<file path="src/rtl/writeback_pkg.sv">
// Shared types for the writeback stage: operand-size and stack-op codes, FSM
// state encoding, and small decode helpers used by writeback_top and wb_mem_seq.
package writeback_pkg;

  localparam logic [2:0] OPSIZE_8  = 3'd0;
  localparam logic [2:0] OPSIZE_16 = 3'd1;
  localparam logic [2:0] OPSIZE_32 = 3'd2;
  localparam logic [2:0] OPSIZE_64 = 3'd3;

  localparam logic [1:0] STACK_NONE = 2'b00;
  localparam logic [1:0] STACK_PUSH = 2'b01;
  localparam logic [1:0] STACK_POP  = 2'b10;
  localparam logic [1:0] STACK_RSVD = 2'b11;

  localparam logic [31:0] WORD_BYTES = 32'd4;

  typedef enum logic [1:0] {
    ST_IDLE   = 2'd0,
    ST_MEM_LO = 2'd1,
    ST_MEM_HI = 2'd2
  } wb_state_e;

  // Unlisted size codes behave as 32-bit operands.
  function automatic logic [31:0] opsize_bytes(input logic [2:0] opsize);
    case (opsize)
      OPSIZE_8:  opsize_bytes = 32'd1;
      OPSIZE_16: opsize_bytes = 32'd2;
      OPSIZE_64: opsize_bytes = 32'd8;
      default:   opsize_bytes = 32'd4;
    endcase
  endfunction

  function automatic logic [2:0] mem_size_of(input logic [2:0] opsize);
    if (opsize == OPSIZE_8 || opsize == OPSIZE_16) mem_size_of = opsize;
    else mem_size_of = OPSIZE_32;
  endfunction

  function automatic logic stack_adjusts(input logic [1:0] stack_op);
    stack_adjusts = (stack_op == STACK_PUSH) || (stack_op == STACK_POP);
  endfunction

  function automatic logic [31:0] stack_delta(input logic [2:0] opsize, input logic [1:0] stack_op);
    logic [31:0] bytes;
    bytes = opsize_bytes(opsize);
    case (stack_op)
      STACK_PUSH: stack_delta = 32'd0 - bytes;
      STACK_POP:  stack_delta = bytes;
      default:    stack_delta = 32'd0;
    endcase
  endfunction

endpackage

</file>
<file path="src/rtl/wb_mem_seq.sv">
// Memory write sequencer: issues the low word and, for 64-bit stores, the high
// word at address+4; a flush lets the current beat finish but skips the rest.
module wb_mem_seq
  import writeback_pkg::*;
(
  input  logic        clk,
  input  logic        reset,
  input  logic        flush,
  input  logic        start,
  input  logic [31:0] start_addr,
  input  logic [31:0] data_lo,
  input  logic [31:0] data_hi,
  input  logic [2:0]  start_size,
  input  logic        is64,
  input  logic        mem_ack,
  output wb_state_e   state,
  output logic        mem_req,
  output logic [31:0] mem_addr,
  output logic [31:0] mem_data,
  output logic [2:0]  mem_size,
  output logic        done
);

  logic        is64_q;
  logic        flushed_q;
  logic [31:0] data_hi_q;
  logic        kill;

  assign kill = flush || flushed_q;

  // Final, unflushed acknowledge of the store; combinational so the stack
  // adjust lands in the same cycle as the ack.
  assign done = !reset && mem_ack && !kill &&
                ((state == ST_MEM_HI) || (state == ST_MEM_LO && !is64_q));

  always_ff @(posedge clk) begin
    if (reset) begin
      state     <= ST_IDLE;
      mem_req   <= 1'b0;
      mem_addr  <= 32'd0;
      mem_data  <= 32'd0;
      mem_size  <= 3'd0;
      is64_q    <= 1'b0;
      flushed_q <= 1'b0;
      data_hi_q <= 32'd0;
    end else begin
      case (state)
        ST_IDLE: begin
          if (start) begin
            state     <= ST_MEM_LO;
            mem_req   <= 1'b1;
            mem_addr  <= start_addr;
            mem_data  <= data_lo;
            mem_size  <= start_size;
            is64_q    <= is64;
            data_hi_q <= data_hi;
            flushed_q <= 1'b0;
          end
        end
        ST_MEM_LO: begin
          if (flush) flushed_q <= 1'b1;
          if (mem_ack) begin
            if (is64_q && !kill) begin
              state    <= ST_MEM_HI;
              mem_addr <= mem_addr + WORD_BYTES;
              mem_data <= data_hi_q;
            end else begin
              state   <= ST_IDLE;
              mem_req <= 1'b0;
            end
          end
        end
        ST_MEM_HI: begin
          if (flush) flushed_q <= 1'b1;
          if (mem_ack) begin
            state   <= ST_IDLE;
            mem_req <= 1'b0;
          end
        end
        default: begin
          state   <= ST_IDLE;
          mem_req <= 1'b0;
        end
      endcase
    end
  end

endmodule

</file>
<file path="src/rtl/writeback_top.sv">
// Writeback pipestage: retires register/segment/MMX writes, memory stores,
// stack-pointer adjusts and system hand-offs. WB_RETIRE_COUNT_EN adds retire_count.
module writeback_top
  import writeback_pkg::*;
(
  input  logic        clk,
  input  logic        reset,
  input  logic        flush,
  input  logic        wb_valid,
  output logic        wb_ready,
  input  logic [31:0] wb_dest_address,
  input  logic [31:0] wb_dest_reg,
  input  logic [63:0] wb_result,
  input  logic [2:0]  wb_opsize,
  input  logic [15:0] wb_opcode,
  input  logic        wb_op_a_is_address,
  input  logic        wb_op_a_is_reg,
  input  logic        wb_op_a_is_segment,
  input  logic        wb_op_a_is_mmx,
  input  logic        wb_stack,
  input  logic [1:0]  wb_stack_op,
  input  logic        wb_to_sys_controller,
  input  logic [31:0] wb_pc,
  output logic        reg_wr_en,
  output logic [2:0]  reg_wr_idx,
  output logic [31:0] reg_wr_data,
  output logic [2:0]  reg_wr_size,
  output logic        seg_wr_en,
  output logic [2:0]  seg_wr_idx,
  output logic [15:0] seg_wr_data,
  output logic        mmx_wr_en,
  output logic [2:0]  mmx_wr_idx,
  output logic [63:0] mmx_wr_data,
  output logic        mem_req,
  output logic [31:0] mem_addr,
  output logic [31:0] mem_data,
  output logic [2:0]  mem_size,
  input  logic        mem_ack,
  output logic        esp_wr_en,
  output logic [31:0] esp_delta,
  output logic        sys_req,
  output logic [31:0] sys_pc,
  output wb_state_e   dbg_state
`ifdef WB_RETIRE_COUNT_EN
  ,
  output logic [31:0] retire_count
`endif
);

  wb_state_e state;
  logic      transfer;
  logic      is_sys;
  logic      is_mem;
  logic      is_arch;
  logic      mem_done;
  logic      esp_pulse;
  logic      mem_stack_q;
  logic      unused_inputs;

  assign unused_inputs = ^{wb_dest_reg[31:3], wb_opcode, wb_stack};

  // Handshake: a transfer happens on a rising edge where wb_valid and wb_ready
  // are both high; wb_ready is high only while idle and out of reset, and a
  // same-cycle flush discards the offered transfer.
  assign wb_ready  = (state == ST_IDLE) && !reset;
  assign transfer  = wb_valid && wb_ready && !flush;
  assign is_sys    = wb_to_sys_controller;
  assign is_mem    = !is_sys && wb_op_a_is_address;
  assign is_arch   = !is_sys && !is_mem;
  assign dbg_state = state;
  assign esp_wr_en = esp_pulse || (mem_done && mem_stack_q);

  wb_mem_seq u_mem_seq (
    .clk        (clk),
    .reset      (reset),
    .flush      (flush),
    .start      (transfer && is_mem),
    .start_addr (wb_dest_address),
    .data_lo    (wb_result[31:0]),
    .data_hi    (wb_result[63:32]),
    .start_size (mem_size_of(wb_opsize)),
    .is64       (wb_opsize == OPSIZE_64),
    .mem_ack    (mem_ack),
    .state      (state),
    .mem_req    (mem_req),
    .mem_addr   (mem_addr),
    .mem_data   (mem_data),
    .mem_size   (mem_size),
    .done       (mem_done)
  );

  always_ff @(posedge clk) begin
    if (reset) begin
      reg_wr_en   <= 1'b0;
      reg_wr_idx  <= 3'd0;
      reg_wr_data <= 32'd0;
      reg_wr_size <= 3'd0;
      seg_wr_en   <= 1'b0;
      seg_wr_idx  <= 3'd0;
      seg_wr_data <= 16'd0;
      mmx_wr_en   <= 1'b0;
      mmx_wr_idx  <= 3'd0;
      mmx_wr_data <= 64'd0;
      esp_pulse   <= 1'b0;
      esp_delta   <= 32'd0;
      mem_stack_q <= 1'b0;
      sys_req     <= 1'b0;
      sys_pc      <= 32'd0;
    end else begin
      reg_wr_en <= 1'b0;
      seg_wr_en <= 1'b0;
      mmx_wr_en <= 1'b0;
      sys_req   <= 1'b0;
      esp_pulse <= 1'b0;
      if (transfer) begin
        reg_wr_en   <= is_arch && wb_op_a_is_reg;
        seg_wr_en   <= is_arch && wb_op_a_is_segment;
        mmx_wr_en   <= is_arch && wb_op_a_is_mmx;
        sys_req     <= is_sys;
        esp_pulse   <= is_arch && stack_adjusts(wb_stack_op);
        reg_wr_idx  <= wb_dest_reg[2:0];
        reg_wr_data <= wb_result[31:0];
        reg_wr_size <= wb_opsize;
        seg_wr_idx  <= wb_dest_reg[2:0];
        seg_wr_data <= wb_result[15:0];
        mmx_wr_idx  <= wb_dest_reg[2:0];
        mmx_wr_data <= wb_result;
        if (is_sys) sys_pc <= wb_pc;
        if (!is_sys) esp_delta <= stack_delta(wb_opsize, wb_stack_op);
        if (is_mem) mem_stack_q <= stack_adjusts(wb_stack_op);
      end
    end
  end

`ifdef WB_RETIRE_COUNT_EN
  logic retire_pulse;

  always_ff @(posedge clk) begin
    if (reset) begin
      retire_pulse <= 1'b0;
      retire_count <= 32'd0;
    end else begin
      retire_pulse <= transfer && !is_mem;
      if (retire_pulse || mem_done) retire_count <= retire_count + 32'd1;
    end
  end
`endif

endmodule

</file>
<file path="config.mk">
export PLATFORM = sky130hd
export DESIGN_NAME = writeback_top
export DESIGN_NICKNAME = d
export VERILOG_FILES = /design/src/rtl/writeback_pkg.sv /design/src/rtl/wb_mem_seq.sv /design/src/rtl/writeback_top.sv
export SDC_FILE = /design/constraint.sdc
export NUM_CORES = 1
export LEC_CHECK = 0
export BUFFER_PORTS_ARGS = -buffer_cell sky130_fd_sc_hd__buf_2
export CELL_PAD_IN_SITES_DETAIL_PLACEMENT = 0
export CELL_PAD_IN_SITES_GLOBAL_PLACEMENT = 1
export CORE_MARGIN = 5
export CORE_UTILIZATION = 36
export CTS_CLUSTER_SIZE = 12
export DETAILED_ROUTE_END_ITERATION = 12
export PLACE_DENSITY_LB_ADDON = 0.1
export SLEW_MARGIN = 40
export SYNTH_ARGS = -nofsm -noshare
export SYNTH_HDL_FRONTEND = slang
export SYNTH_HIERARCHICAL = 1
export SYNTH_SLANG_ARGS = --single-unit
</file>
<file path="constraint.sdc">
create_clock -name clk -period 6.4 [get_ports clk]
set_input_delay 0.32 -clock clk [delete_from_list [all_inputs] [get_ports clk]]
set_output_delay 0.32 -clock clk [all_outputs]
set_load 0.005 [all_outputs]
</file>
# Word-level counts from Yosys, hierarchy flattened
# Index checks and enable logic that the tools add are counted.
[word_totals]
out_inout_bits = 264
reg_bits = 292
[classes]
n_eq_ne = 12
mux = 27
n_reduce_logical = 41
bitwise = 2
n_addsub = 2
[op_table]
columns = ["operator", "count"]
rows = [
  ["2-to-1 mux 32 bit", 9],
  ["one-hot mux 32 bit (2 select lines)", 3],
  ["adder 32 x 3 -> 32 bit (second input constant)", 1],
  ["subtractor 1 x 32 -> 32 bit (first input constant)", 1],
  ["logical AND 1 bit", 16],
  ["one-hot mux 4 bit (3 select lines)", 1],
  ["2-to-1 mux 2 bit", 4],
  ["!= test 2 bit (second input constant)", 4],
  ["AND reduction 2 bit", 4],
  ["AND reduction 4 bit", 2],
  ["zero test 1 bit", 6],
  ["2-to-1 mux 1 bit", 6],
  ["one-hot mux 2 bit (3 select lines)", 1],
  ["AND reduction 3 bit", 2],
  ["logical OR 1 bit", 5],
  ["== test 2 x 1 -> 1 bit (second input constant)", 2],
  ["== test 2 bit (second input constant)", 2],
  ["!= test 2 x 1 -> 1 bit (second input constant)", 2],
  ["nonzero test 2 bit", 2],
  ["OR reduction 2 bit", 2],
  ["== test 3 x 1 -> 1 bit (second input constant)", 1],
  ["== test 3 x 2 -> 1 bit (second input constant)", 1],
  ["zero test 3 bit", 1],
  ["2-to-1 mux 3 bit", 1],
  ["other kinds (4)", 5],
]

# Logic depth before layout (Yosys ltp)
# Gate-level depths: netlist (run 1).
[logic_depth]
depth_word = 8
ltp_mapped = 11

# Hierarchy
# The synthesis (run 1) kept the hierarchy.
[by_module_without_submodules]
columns = ["mod", "seq_area_each_um2", "cells_each", "area_per_inst_um2", "n_inst"]
rows = [
  ["writeback_top", 2262.2, 561, 5188.7, 1],
  ["wb_mem_seq", 2082.0, 615, 4973.5, 1],
]

# Least setup slack after synthesis (run 1)
# No wires, ideal clock.
[synth_timing]
path_type = "input-to-reg"
from = "input port flush"
to = "register u_mem_seq.mem_addr[19]"
arrival_ns = 2.612
cell_stages = 10
t_required_ns = 6.326
setup_slack_ns = 3.714
setup_ns = 0.074
n_path_buf = 3
path_cell_list = "clkbuf_1 clkbuf_1 nor4b_2 and3_1 nor2b_1 o31a_1 buf_6 or3_1 mux2_2 a31oi_1"
[synth_between]
elab_chain_len = 5
word_cells_on_any_way = 9
classes_between = "2 x eq/ne; 7 x reduce/logical"
[synth_rtl]
columns = ["element", "line_no", "rtl"]
rows = [
  ["start: declaration", "writeback_top.sv:8", "input logic flush,"],
  ["logical OR 1 bit or zero test 1 bit (tied branches)", "wb_mem_seq.sv:29, writeback_top.sv:66", ""],
  ["zero test 1 bit or logical AND 1 bit (tied branches)", "wb_mem_seq.sv:63, writeback_top.sv:66", ""],
  ["logical AND 1 bit, on equally long branches", "wb_mem_seq.sv:63, writeback_top.sv:77", ""],
  ["!= test 2 bit (no source line) or != test 2 x 1 -> 1 bit (tied branches)", "-", ""],
  ["AND reduction 4 bit (no source line) *", "-", ""],
  ["end signal: assignment", "wb_mem_seq.sv:52", "mem_addr <= start_addr;"],
  ["end signal: assignment", "wb_mem_seq.sv:65", "mem_addr <= mem_addr + WORD_BYTES;"],
  ["end: declaration", "wb_mem_seq.sv:18", "output logic [31:0] mem_addr,"],
]
# Mark *: on every way between the ends. The rest lies on a longest branch, timed or not.
# A chain may end at the register's enable or synchronous reset.

# Final worst setup path (run 1)
[layout_timing]
from = "register u_mem_seq.state[0]"
to = "register u_mem_seq.mem_addr[15]"
[layout_between]
elab_chain_len = 7
word_cells_on_any_way = 12
classes_between = "4 x eq/ne; 1 x mux; 7 x reduce/logical"
[layout_rtl]
columns = ["element", "line_no", "rtl"]
rows = [
  ["start: declaration", "wb_mem_seq.sv:16", "output wb_state_e state,"],
  ["start signal: assignment", "wb_mem_seq.sv:38", "state <= ST_IDLE;"],
  ["start signal: assignment", "wb_mem_seq.sv:50", "state <= ST_MEM_LO;"],
  ["start signal: assignment", "wb_mem_seq.sv:64", "state <= ST_MEM_HI;"],
  ["zero test 2 bit", "wb_mem_seq.sv:47, writeback_top.sv:65", ""],
  ["logical AND 1 bit", "writeback_top.sv:65", "assign wb_ready = (state == ST_IDLE) && !reset;"],
  ["logical AND 1 bit (2 in series)", "writeback_top.sv:66", "assign transfer = wb_valid && wb_ready && !flush;"],
  ["logical AND 1 bit", "writeback_top.sv:77", ".start (transfer && is_mem),"],
  ["!= test 2 x 1 -> 1 bit (no source line)", "-", ""],
  ["AND reduction 4 bit (no source line)", "-", ""],
]
# Parallel ways exist; a longest one is shown, timed or not.

==> results of run 1 <==
==> sequential cells by signal, summed over array words and instances, names as in the netlist, 2 cells and up <==
register / flops
sys_pc: 32
u_mem_seq/data_hi_q: 32
u_mem_seq/mem_size: 3
reg_wr_data: 31
reg_wr_size: 3
u_mem_seq/mem_data: 32
mmx_wr_idx: 3
u_mem_seq/state: 2
esp_delta: 5
u_mem_seq/mem_addr: 32
mmx_wr_data: 33
==> power groups by stage <==
stage	Clock (uW)	Sequential [uW]	Combinational [uW]
finish	1500	1420	411
global route	1610	1430	453
CTS	1550	1420	416
detailed placement	0	1450	406
global placement	0	1450	404
floorplan	0	1450	246
==> metal layers <==
metal	routed length, um	global-route usage, %	vias to the layer above	part of all wire [%]
met5	69	0	-	0.20
met4	771	4.67	14	2.2
met3	3170	6.27	52	9.1
met2	16200	33.2	331	46
met1	14700	26.6	4465	42
li1	-	-	4681	-
==> cells in the mapped netlist, types with 3 or more instances <==
| cell type | instances | share of area, % |
|---|---|---|
| dfxtp_1 | 217 | 43 |
| a21oi_1 | 134 | 6.6 |
| nand2_1 | 103 | 3.8 |
| o21ai_0 | 92 | 4.5 |
| buf_4 | 81 | 6.0 |
| clkbuf_1 | 79 | 2.9 |
| nand3b_1 | 70 | 5.2 |
| nor2_1 | 59 | 2.2 |
| a211oi_1 | 41 | 3.0 |
| mux2i_1 | 41 | 4.0 |
| nor2b_1 | 37 | 2.3 |
| mux2_2 | 32 | 3.5 |
| nand4_1 | 19 | 1.2 |
| inv_1 | 15 | 0.55 |
| nor3_1 | 15 | 0.74 |
| nand3_1 | 14 | 0.69 |
| a31oi_1 | 11 | 0.68 |
| and3_1 | 10 | 0.62 |
| and2_1 | 7 | 0.43 |
| buf_1 | 7 | 0.26 |
| ha_1 | 7 | 0.86 |
| and4_1 | 6 | 0.52 |
| or3_1 | 6 | 0.37 |
| buf_2 | 5 | 0.25 |
| buf_6 | 5 | 0.55 |
| a22oi_1 | 4 | 0.30 |
| nand2b_1 | 4 | 0.25 |
| nor4_1 | 4 | 0.25 |
| o32ai_1 | 4 | 0.34 |
| a21o_1 | 3 | 0.22 |
| nor3b_1 | 3 | 0.22 |
| o221a_2 | 3 | 0.33 |
| o22ai_1 | 3 | 0.18 |
| o2bb2ai_1 | 3 | 0.26 |
==> final cells by class <==
class	instances	area [um2]	area share, %
timing repair buffer	439	2330	18.1
clock buffer	42	782	6.07
inverter	15	56.3	0.437
antenna	3	7.51	0.0583
sequential	217	4350	33.7
multi-input combinational	767	4790	37.2
tap	378	473	3.67
clock inverter	8	97.6	0.758
==> metrics by stage <==
step                instances  power [uW]  util (%)
CTS                      1866        3390      46.2
finish                   1869        3340      46.2
detailed placement       1797        1860      42.3
global route             1869        3490      46.2
global placement         1797        1850      42.3
floorplan                1176        1700         -
==> cell families (layout without fill, tap and decap cells) <==
logic type               count (synthesis)  after routing  synth area share [%]
AND/OR/NAND/NOR                        369            369                  20.0
AO/OA/AOI/OAI                          315            315                  18.1
flip-flops                             217            217                  42.7
buffers and inverters                  192            504                  10.5
multiplexers                            75             75                  7.81
adder cells (fa/ha/maj)                  7              7                 0.862
other                                    1              4                0.0369
==> worst paths after layout <==
kind	start	endpoint	slack [ns]	cells after the start
setup / recovery	u_mem_seq/state[0]	u_mem_seq/mem_addr[15]	3.41	7
setup reg to reg	u_mem_seq/state[0]	u_mem_seq/mem_addr[15]	3.41	7
hold reg to reg	u_mem_seq/mem_addr[1]	u_mem_seq/mem_addr[1]	0.45	2
hold / removal	wb_pc[15]	sys_pc[15]	0.02	2
==> cells in the final DEF, fill, tap and decap left out, drive strengths merged, types with 7 or more instances in the layout <==
| cell type | synthesis | final |
|---|---|---|
| a31oi | 11 | 11 |
| nand4 | 19 | 19 |
| buf | 98 | 419 |
| ha | 7 | 7 |
| o21ai | 92 | 92 |
| nand2 | 103 | 103 |
| nor2b | 37 | 37 |
| and3 | 10 | 10 |
| nor3 | 15 | 15 |
| a21oi | 134 | 134 |
| mux2i | 41 | 41 |
| dlygate4sd3 | 0 | 19 |
| clkbuf | 79 | 43 |
| dfxtp | 217 | 217 |
| and2 | 7 | 7 |
| mux2 | 34 | 34 |
| inv | 15 | 17 |
| a211oi | 41 | 41 |
| nor2 | 59 | 59 |
| nand3 | 14 | 14 |
| nand3b | 70 | 70 |
==> critical path: stages, from the launching register on <==
cell	delay, ns
dfxtp_1	0.56
ha_4	0.58
buf_4	0.61
inv_1	0.08
buf_4	0.28
o31a_1	0.36
o21a_1	0.18
a31o_2	0.20
==> results.md, run 1 <==
- Wirelength per Cell: 18.7 um
- TritonCTS clock tree: built
- Clk sinks: 217
- I/O Buffers: 409
- Final non-filler cell area: 12900 um2
- CTS root buffer: clkbuf_16
- Arr. time, crit path: 3.41 ns
- Data required time of the critical path: 6.82 ns
- Tcrit/Tclk final: 46.7%
- Largest net degree at the start of global routing: 111
- Combinational group share of total power: 12.3%
- Post-Syn Nets: 1375
- Clock share of power: 45.1%
- Initial DRC Count: 571
- Setup Buffers After CTS: 0
- TritonCTS buffer count: 27
- RSZ-0062 raised after global routing: false
- Die height: 178 um
- Routed Antenna Nets: 0
- Placed cell areas: 11800 um2
- Layout area overhead: 26.8%
- I/O pin cnt: 456
- Minimum hold slack: 0.0226 ns
- Clk_lat worst skew: 0.52 ns
- Initial antenna violation count: 10
- Hold buffer count at cts: 19
- Final GP Congestion: 0.826
- Place WS: 3.11 ns
- Async S/R FF share, synth: 0%
- Clock Skew: 0.0103 ns
- Post-synth top flop: dfxtp_1
- Psw: 851 uW
- VDD IR max: 0.174 mV
- Slew headroom: 45.1%
- Avg Cell Area, Syn: 8.64 um2
- Worst-path clk slew: 0.06 ns
- WL final: 34900 um
- Final setup violating endpoints: 0
- YS warnings: 6
- DRT Pass-1 Iters: 5
- Rows: 61
- Max Fclk: 334 MHz
- Syn Inst Count: 1176
- Worst Slack Setup Final: 3.41 ns
- # fillers: 2889
- PwrDens: 259 nW/um2
- EDFF count, synth: 0
- # H-tree levels: 1
- Max Fanout on Critical Path: 48
- Yosys reg bits: 217
- Grt total ovfl: 0
- TNS Setup: 0 ns
- CTS resizes: 0
- Die extent in x: 178 um
- Sequential share of the synthesized area: 42.7%
- Starting density of the core: 36.5%
- Critical Path Source Type: flop
- Vias: 9543
- Minimum clock period: 2.99 ns
- Detailed-route DRC error count: 0
- First-pass GRT wire length: 51500 um
- Leakage: 0.00557 uW
- Die area: 31700 um2
- Number of global-route vias before repair: 8897
- CORE AREA: 27900 um2
- Nets: 1666
- DP Wirelength: 23800 um
- Ratio of cells with drive above 1 in the final layout: 34.5%
- Sequential share of power: 42.6%
- Hold violation total from the final report: 0
- Synth cell types: 59
- Slew Limit Fails: 0
- Longest Clk Path Bufs: 3
- Kind of end point of the critical path: flop
- Global Route Usage Sum: 20.4%
- Type of the worst setup path: flop to flop
- Actual transition at the worst max-transition pin: 0.824 ns
- Sw Ratio: 25.5%
- Hold Crit Class: input pin to flop
- Outcome: complete, no violations
- Via density: 5.11
- Mapped Area: 10200 um2
- Max_cap viols: 0
- Internal cell power: 2490 uW
Power figures use the tool's default switching activity.
==> inputs of run 2 (changes only) <==
--- a/config.mk
+++ b/config.mk
@@ -9,7 +9,7 @@
 export CELL_PAD_IN_SITES_DETAIL_PLACEMENT = 0
 export CELL_PAD_IN_SITES_GLOBAL_PLACEMENT = 1
 export CORE_MARGIN = 5
-export CORE_UTILIZATION = 36
+export CORE_UTILIZATION = 31
 export CTS_CLUSTER_SIZE = 12
 export DETAILED_ROUTE_END_ITERATION = 12
 export PLACE_DENSITY_LB_ADDON = 0.1
==> constraint.sdc (replaced) <==
create_clock -name clk -period 2.7 [get_ports clk]
set_input_delay 0.135 -clock clk [delete_from_list [all_inputs] [get_ports clk]]
set_output_delay 0.135 -clock clk [all_outputs]
set_load 0.005 [all_outputs]
==> run 2 against run 1 <==
Effect of this change: combinational power rose to 2.8 times the previous value; critical endpoint is now esp_wr_en; critical path depth unchanged; largest cell class unchanged; utilization down 2.3 points; hold slack better by 0.0081 ns.
==> results.md, run 2 (same netlist as run 1, synthesis figures left out) <==
- Gate family responsible for the most delay along the worst path: buffers and inverters
- Routed Antenna Nets: 0 (unchanged)
- DP Wirelength: 25700 um (+8.0%)
- WL final: 37300 um (+6.9%)
- Placed cell areas: 12100 um2 (+2.2%)
- CORE AREA: 32500 um2 (+16%)
- Leakage: 0.00615 uW (+10%)
- PwrDens: 569 nW/um2 (+120%)
- Worst hold stages: 3 (+1)
- CTS root buffer: clkbuf_16
- CTS resizes: 0 (unchanged)
- Clock Skew: 0.0190 ns (+0.00870 ns)
- Nets: 1796 (+7.8%)
- Die area: 36500 um2 (+15%)
- Final GP Congestion: 0.795 (-3.8%)
- Commonest cells after routing, fill and taps aside: buf_2, dfxtp_1, a21oi_1, dlygate4sd3_1, nand2_1
- Tcrit/Tclk final: 91.5%
- I/O pin cnt: 456 (unchanged)
- Via density: 4.81 (-5.9%)
- Storage cell area: 4350 um2 (unchanged)
- # H-tree levels: 1 (unchanged)
- Kind of end point of the critical path: output port
- Die extent in x: 191 um (+7.3%)
- Reg2reg path depth: 7 (unchanged)
- Grt total ovfl: 0 (unchanged)
- Slew Limit Fails: 0 (unchanged)
- Largest Register: mmx_wr_data
- Worst path cell trace: inv_1, ha_4, buf_4, a21oi_1, nor3_1, a21o_1, buf_2
- Final Total Pwr: 8120 uW (+140%)
- Slew headroom: 51.2% (+6.2 points)
- Die height: 191 um (+7.3%)
- Ratio of cells with drive above 1 in the final layout: 32.7% (-1.8 points)
- Area occupied by multi-input gates: 4780 um2 (-0.18%)
- Arr. time, crit path: 2.33 ns (-1.08 ns)
- # fillers: 3259 (+13%)
- Initial DRC Count: 487 (-15%)
- DRT Pass-1 Iters: 5 (unchanged)
- I/O Buffers: 409 (unchanged)
- Outcome: complete, no violations
- Largest net degree at the start of global routing: 91 (-18%)
- Final non-filler cell area: 14300 um2 (+11%)
- Vias: 9894 (+3.7%)
- Max_cap viols: 0 (unchanged)
- Data required time of the critical path: 2.57 ns (-4.25 ns)
- CP Depth: 7 (unchanged)
- Worst-path clk slew: 0.06 ns (about the same)
- Actual transition at the worst max-transition pin: 0.732 ns (-0.0924 ns)
- Critical path's largest stage delay: 0.49 ns (-0.12 ns)
- Detailed-route DRC error count: 0 (unchanged)
- Clk_lat worst skew: 0.54 ns (+0.02 ns)
- Type of the worst setup path: flop to output port
- RSZ-0062 raised after global routing: false
- Layout area overhead: 40.4%
- Starting density of the core: 31.3% (-5.2 points)
- TritonCTS buffer count: 27 (unchanged)
- Place WS: 0.283 ns (-2.83 ns)
- TNS Setup: 0 ns (unchanged)
- Max Fclk: 405 MHz
- Most common cell after layout, fill and taps aside: buf_2
- Max Fanout on Critical Path: 28 (-42%)
- Global Route Usage Sum: 19.2% (-1.2 points)
- VDD IR max: 0.443 mV (+150%)
- Slowest cell on crit path: buf_4
- Hold violation total from the final report: 0 (unchanged)
- Worst Slack Setup Final: 0.230 ns (-3.18 ns)
- Clk sinks: 217 (unchanged)
- Rows: 66 (+8.2%)
- Initial antenna violation count: 2 (-8)
- Number of global-route vias before repair: 9730 (+9.4%)
- First-pass GRT wire length: 56400 um (+9.5%)
- Longest Clk Path Bufs: 3 (unchanged)
- Hold Crit Class: input pin to flop
- Max reg flops: 33 (unchanged)
- Minimum hold slack: 0.0307 ns (+0.00811 ns)
- TritonCTS clock tree: built
- WP buf/inv: 3 (unchanged)
- Minimum clock period: 2.47 ns
- Critical Path Source Type: flop
- Wirelength per Cell: 18.1 um (-3.0%)
- Final setup violating endpoints: 0 (unchanged)
run 2: where the power goes:
| part | internal (uW) | switching [uW] |
|---|---|---|
| clock network | 2160 | 1440 |
| registers | 3300 | 61.8 |
| logic | 551 | 611 |
run 2: path summary, 6_finish.rpt:
check	from	end	slack, ns
max	u_mem_seq/state[1]	esp_wr_en	0.23
min	reset	sys_pc[4]	0.03
max reg2reg	u_mem_seq/state[1]	u_mem_seq/mem_data[1]	0.26
min reg2reg	u_mem_seq/data_hi_q[28]	u_mem_seq/data_hi_q[28]	0.45
run 2: timing repair:
action	4_1_cts	5_1_grt
hold buffers	133	0
endpoints found under the setup margin	0	0
endpoints found under the hold margin	199	0
setup buffers	0	0
run 2: tightest hold or removal path, cell delays in order:
cell and delay [ns]:
buf_6 0.16, nor2b_1 0.12, mux2_1 0.12
run 2: routing by layer:
| layer | share of wire, % | GRT usage [%] |
|---|---|---|
| met5 | 0.029 | 0 |
| met4 | 2.3 | 4.42 |
| met3 | 8.3 | 5.90 |
| met2 | 47 | 31.6 |
| met1 | 43 | 24.7 |
run 2: final cells by class:
cell class / count / area share (%)
Antenna cell: 1 / 0.0175
Inverter: 15 / 0.394
Sequential cell: 217 / 30.4
Tap cell: 442 / 3.87
Clock inverter: 5 / 0.456
Clock buffer: 43 / 5.72
Timing Repair Buffer: 569 / 25.6
Multi-Input combinational cell: 767 / 33.5
run 2: metrics by stage:
stage	std cells	util, %
global placement	1877	37.1
CTS	2058	44.0
detailed placement	1877	37.2
floorplan	1176	-
finish	2059	44.0
global route	2059	44.0
